--- src/rtl/chacha_arbiter.sv ---
// chacha_arbiter: two-requester front end for a single chacha_core.
// One keystream job is in flight at a time. The captured block or a timeout
// abort is handed back to the requester that won arbitration.
// Build option: CHACHA_ARB_FIXED_PRIO_EN selects fixed priority (req0 always
// wins). When it is undefined, arbitration is round-robin.
module chacha_arbiter #(
   parameter int TIMEOUT_CYCLES = 1024
) (
   input  logic         clk,
   input  logic         rst_n,
   input  logic         req0_valid,
   input  logic [63:0]  req0_ctr,
   output logic         req0_ready,
   input  logic         req1_valid,
   input  logic [63:0]  req1_ctr,
   output logic         req1_ready,
   output logic         resp0_valid,
   input  logic         resp0_ready,
   output logic         resp1_valid,
   input  logic         resp1_ready,
   output logic [511:0] resp_data,
   output logic         resp_err,
   output logic         core_init,
   output logic         core_next,
   output logic [63:0]  core_ctr,
   input  logic         core_ready,
   input  logic         core_data_out_valid,
   input  logic [511:0] core_data_out
);

   localparam int CW = $clog2(TIMEOUT_CYCLES + 1);

   typedef enum logic [1:0] {S_IDLE, S_INIT, S_WAIT, S_RESP} state_t;

   state_t          r_state;
   state_t          w_state_next;
   logic            r_owner;
   logic [63:0]     r_core_ctr;
   logic [511:0]    r_resp_data;
   logic            r_resp_err;
   logic [CW-1:0]   r_wait_cnt;

   logic            w_win0;
   logic            w_win1;
   logic            w_idle_rdy;
   logic            w_accept0;
   logic            w_accept1;
   logic            w_resp_ready;
   logic            w_timeout;

`ifdef CHACHA_ARB_FIXED_PRIO_EN
   assign w_win0 = req0_valid;
   assign w_win1 = req1_valid & ~req0_valid;
`else
   // r_last_grant = 1 means requester 1 was served last, so requester 0 wins a tie
   logic r_last_grant;

   assign w_win0 = req0_valid & (~req1_valid | r_last_grant);
   assign w_win1 = req1_valid & (~req0_valid | ~r_last_grant);

   // Remember who was granted last so a tie goes to the other requester
   always_ff @(posedge clk or negedge rst_n) begin
      if (!rst_n) begin
         r_last_grant <= 1'b1;
      end else if (w_accept0) begin
         r_last_grant <= 1'b0;
      end else if (w_accept1) begin
         r_last_grant <= 1'b1;
      end
   end
`endif

   // Ready is held low while reset is asserted so every output is quiet in reset
   assign w_idle_rdy   = rst_n & (r_state == S_IDLE) & core_ready;
   assign req0_ready   = w_idle_rdy & w_win0;
   assign req1_ready   = w_idle_rdy & w_win1;
   assign w_accept0    = req0_ready;
   assign w_accept1    = req1_ready;
   assign w_resp_ready = r_owner ? resp1_ready : resp0_ready;
   // The last permitted WAIT cycle; a core result in the same cycle still wins
   assign w_timeout    = (r_wait_cnt == CW'(TIMEOUT_CYCLES - 1));

   assign core_next = 1'b0;
   assign core_ctr  = r_core_ctr;
   assign resp_data = r_resp_data;
   assign resp_err  = r_resp_err;

   // State register
   always_ff @(posedge clk or negedge rst_n) begin
      if (!rst_n) begin
         r_state <= S_IDLE;
      end else begin
         r_state <= w_state_next;
      end
   end

   // Next-state logic and state-decoded outputs
   always_comb begin
      w_state_next = r_state;
      core_init    = 1'b0;
      resp0_valid  = 1'b0;
      resp1_valid  = 1'b0;
      unique case (r_state)
         S_IDLE: begin
            if (w_accept0 || w_accept1) begin
               w_state_next = S_INIT;
            end
         end
         S_INIT: begin
            core_init    = 1'b1;
            w_state_next = S_WAIT;
         end
         S_WAIT: begin
            if (core_data_out_valid || w_timeout) begin
               w_state_next = S_RESP;
            end
         end
         S_RESP: begin
            resp0_valid = ~r_owner;
            resp1_valid = r_owner;
            if (w_resp_ready) begin
               w_state_next = S_IDLE;
            end
         end
         default: w_state_next = S_IDLE;
      endcase
   end

   // Job datapath: capture counter/owner on acceptance, result or abort in WAIT
   always_ff @(posedge clk or negedge rst_n) begin
      if (!rst_n) begin
         r_owner     <= 1'b0;
         r_core_ctr  <= '0;
         r_resp_data <= '0;
         r_resp_err  <= 1'b0;
         r_wait_cnt  <= '0;
      end else begin
         unique case (r_state)
            S_IDLE: begin
               if (w_accept0) begin
                  r_core_ctr <= req0_ctr;
                  r_owner    <= 1'b0;
               end else if (w_accept1) begin
                  r_core_ctr <= req1_ctr;
                  r_owner    <= 1'b1;
               end
            end
            S_INIT: begin
               r_wait_cnt <= '0;
            end
            S_WAIT: begin
               if (core_data_out_valid) begin
                  r_resp_data <= core_data_out;
                  r_resp_err  <= 1'b0;
               end else begin
                  if (r_wait_cnt != CW'(TIMEOUT_CYCLES)) begin
                     r_wait_cnt <= r_wait_cnt + 1'b1;
                  end
                  if (w_timeout) begin
                     r_resp_err <= 1'b1;
                  end
               end
            end
            default: ;
         endcase
      end
   end

endmodule

--- config.mk ---
export PLATFORM = sky130hd
export DESIGN_NAME = chacha_arbiter
export DESIGN_NICKNAME = d
export VERILOG_FILES = /design/src/rtl/chacha_arbiter.sv
export SDC_FILE = /design/constraint.sdc
export NUM_CORES = 1
export LEC_CHECK = 0
export ABC_AREA = 1
export CORE_AREA = 2 2 483 485
export CTS_CLUSTER_DIAMETER = 100
export CTS_CLUSTER_SIZE = 10
export DETAILED_ROUTE_END_ITERATION = 10
export DIE_AREA = 0 0 485 487
export PLACE_DENSITY_LB_ADDON = 0.25
export SYNTH_ARGS = -nofsm -noshare
export SYNTH_HDL_FRONTEND = slang
export SYNTH_SLANG_ARGS = --single-unit
--- constraint.sdc ---
create_clock -name clk -period 1.43 [get_ports clk]
set_input_delay 0.3575 -clock clk [delete_from_list [all_inputs] [get_ports clk]]
set_output_delay 0.3575 -clock clk [all_outputs]
set_load 0.1 [all_outputs]
==> results.tsv <==
metric	value	unit
rsz0062_at_grt	yes	
dr.pass1.iters	5	
crit_arrival	1.93	ns
syn_area	23210	µm²
root_buffer	clkbuf_16	
grt_max_degree	71	
dpl_cell_area	46350	µm²
track_usage	0.1284	
grt_overflow_total	0	
seq_area	14910	µm²
grt_pass1_vias	24610	
highest_layer	met5	
crit_slowest_cell	dfrtp_1	
min_period_over_period	1.600	
nets	4773	
status	finished, violations left	
met2_length	77900	µm
n_fill_cell	24960	
vias	23770	
syn2layout_area_growth	121.8	%
avgSynthCellArea	8.706	µm²
cts_sinks	592	
path_cells	inv_2 > ha_4 > nand2_4 > nor2_4 > nand3_4 > inv_4 > buf_12 > buf_12	
fin_util	0.2224	
skew	0.04972	ns
clk_latency	0.71	ns
worst_setup_path_end_kind	primary output	
fin_ws	-0.8576	ns
slew_violations	0	
dieHeight	487	µm
syn_inst	2666	
wl_met3	15430	µm
maxSlewHeadroom	0.6344	
route.detailed.wl_per_inst	22.37	µm
cts_tree	done	
async_reset_ff_frac	1.000	
ant_nets	0	
clock_path_buffers	3	
io_pins	1231	
layout_min_cycle_time	2.288	ns
drv_cap	0	
hold_violations	0	
finalWirelength	161000	µm
start_kind	flip-flop	
ys_ff_latch	592	
gp_congestion	0.8584	
netlist-cell-type-count	33	
syn_nets	3320	
violations	negative setup slack	
timing.fmax	437.1	MHz
critPathRequiredTime	1.07	ns
drive_gt1_frac	0.2973	
post-dp-hpwl	127300	µm
grt_pass1_wl	210500	µm
critPathKind	reg2out	
portBuffers	1229	
num_rows	177	
final_area	51480	µm²
synth_edf_count	0	
wl_met1	63460	µm
synth-main-ff-cell	dfrtp_1	
setup_viol	1174	
fp.dieArea	236200	µm²
viasPerCell	3.303	
cts_buffers	73	
worst_slew_pin_slew	0.5485	ns
regToRegStartpoint	r_state[0]	
cp_max_fo	2	
drtIter0Drc	1066	
ys_seq_area_frac	0.6383	
min_path_type	in2reg	
drc	0	
multi_input_area	8521	µm²
die_x	485	µm
yosys_warnings	0	
worst_path_most_repeated_cell	buf_12	
slowest_delay	0.39	ns
holdCritStartpoint	core_data_out[223]	
crit_start	r_state[0]	
antenna_found_initial	69	
core	231400	µm²
start_util	0.1003	
path_clk_slew	0.06	ns
cts-htree-levels	3	
-- metal layers --
| layer | vias to the layer above | track usage |
|---|---|---|
| met1 | 11370 | 0.1467 |
| li1 | 11080 | - |
| met5 | - | 0 |
| met4 | 40 | 0.03134 |
| met3 | 230 | 0.05505 |
| met2 | 1053 | 0.2193 |
-- logic make-up after synthesis --
kind of cell             synth area share
XOR/XNOR                         0.001132
buffers and inverters             0.03623
AND/OR/NAND/NOR                    0.2979
other                           0.0001616
flip-flops                         0.6383
AO/OA/AOI/OAI                     0.02307
adder cells (fa/ha/maj)          0.003234
-- worst max-delay path, delay by kind of cell (launching register included) --
kind / cells / cell delay, ns
adder cells (fa/ha/maj): 1 / 0.16
buffers and inverters: 4 / 0.42
flip-flops: 1 / 0.39
AND/OR/NAND/NOR: 3 / 0.27
-- synthesized netlist by cell type (2+ instances only) --
cell | instances | area share
a21oi_1 | 2 | 0.00043
a31oi_1 | 54 | 0.015
a31oi_2 | 10 | 0.0054
buf_1 | 10 | 0.0016
buf_2 | 74 | 0.016
buf_4 | 10 | 0.0032
buf_6 | 5 | 0.0024
buf_8 | 2 | 0.0013
clkbuf_1 | 41 | 0.0066
dfrtp_1 | 591 | 0.64
ha_1 | 6 | 0.0032
inv_1 | 24 | 0.0039
inv_2 | 2 | 0.00032
nand2_1 | 1704 | 0.28
nand2_2 | 2 | 0.00054
nand3_1 | 14 | 0.0030
nand4_1 | 6 | 0.0016
nor2_1 | 74 | 0.012
nor2_2 | 11 | 0.0030
o21ai_0 | 7 | 0.0015
o21ai_1 | 4 | 0.00086
xor2_1 | 2 | 0.00075
-- path summary, 6_finish.rpt --
check | cells past startpoint | end | slack [ns]
min reg2reg | 2 | r_wait_cnt[10] | 0.53
max reg2reg | 13 | core_ctr[36] | -0.52
min | 3 | resp_data[223] | 0.18
max | 8 | req0_ready | -0.86
max in group asynchronous | 6 | resp_data[4] | 0.09
min in group asynchronous | 4 | resp_data[207] | 0.46
-- registers in the layout, summed over array words and instances, names as in the netlist --
name          flops
core_ctr         64
r_last_grant      1
r_owner           1
r_state           2
r_wait_cnt       11
resp_data       512
resp_err          1
-- area by class of cell --
type                    count  area share
inverters                  26    0.002601
repair buffers           1517      0.4254
clock buffers              83     0.03680
flip-flops and latches    592      0.2896
repair inverters            3    0.001215
multi-input cells        1906      0.1655
clock inverters            14    0.004229
well taps                3043     0.07396
diodes                     13   0.0006319
-- placed cells by master, fill, tap and decap left out, drive strengths merged, types with 2 or more instances in the layout --
master,count
o21ai,11
nand2,1708
nand4,6
clkbuf,102
clkinv,13
a21oi,2
dfrtp,591
buf,849
clkdlybuf4s50,646
bufbuf,2
nand3,15
inv,27
diode,13
nor2,86
clkinvlp,3
xor2,2
a31oi,64
ha,6
-- timing repair --
action / in CTS / in global routing
resized for setup: 126 / 276
setup endpoints to repair: 1174 / 1237
endpoints found under the hold margin: 53 / 0
buffers inserted: 56 / 29
pin swaps: 8 / 28
hold buffers: 1 / 0
gates cloned: 13 / 28
-- stage by stage --
| step | setup WS [ns] | instances | TNS (ns) | hold slack [ns] |
|---|---|---|---|---|
| after floorplan | -0.1800 | 2666 | -22.88 | 0.06191 |
| after global placement | -0.9425 | 6964 | -286.78 | 0.5002 |
| after detailed placement | -0.9365 | 6964 | -301.35 | 0.5111 |
| after CTS | -0.9993 | 7129 | -350.67 | 0.07923 |
| after global routing | -0.9860 | 7188 | -438.02 | 0.1198 |
| final | -0.8576 | 7197 | -339.98 | 0.1830 |
Power is not shown: default switching activity piles up to over one toggle a cycle in this logic, so the estimate is an artifact.
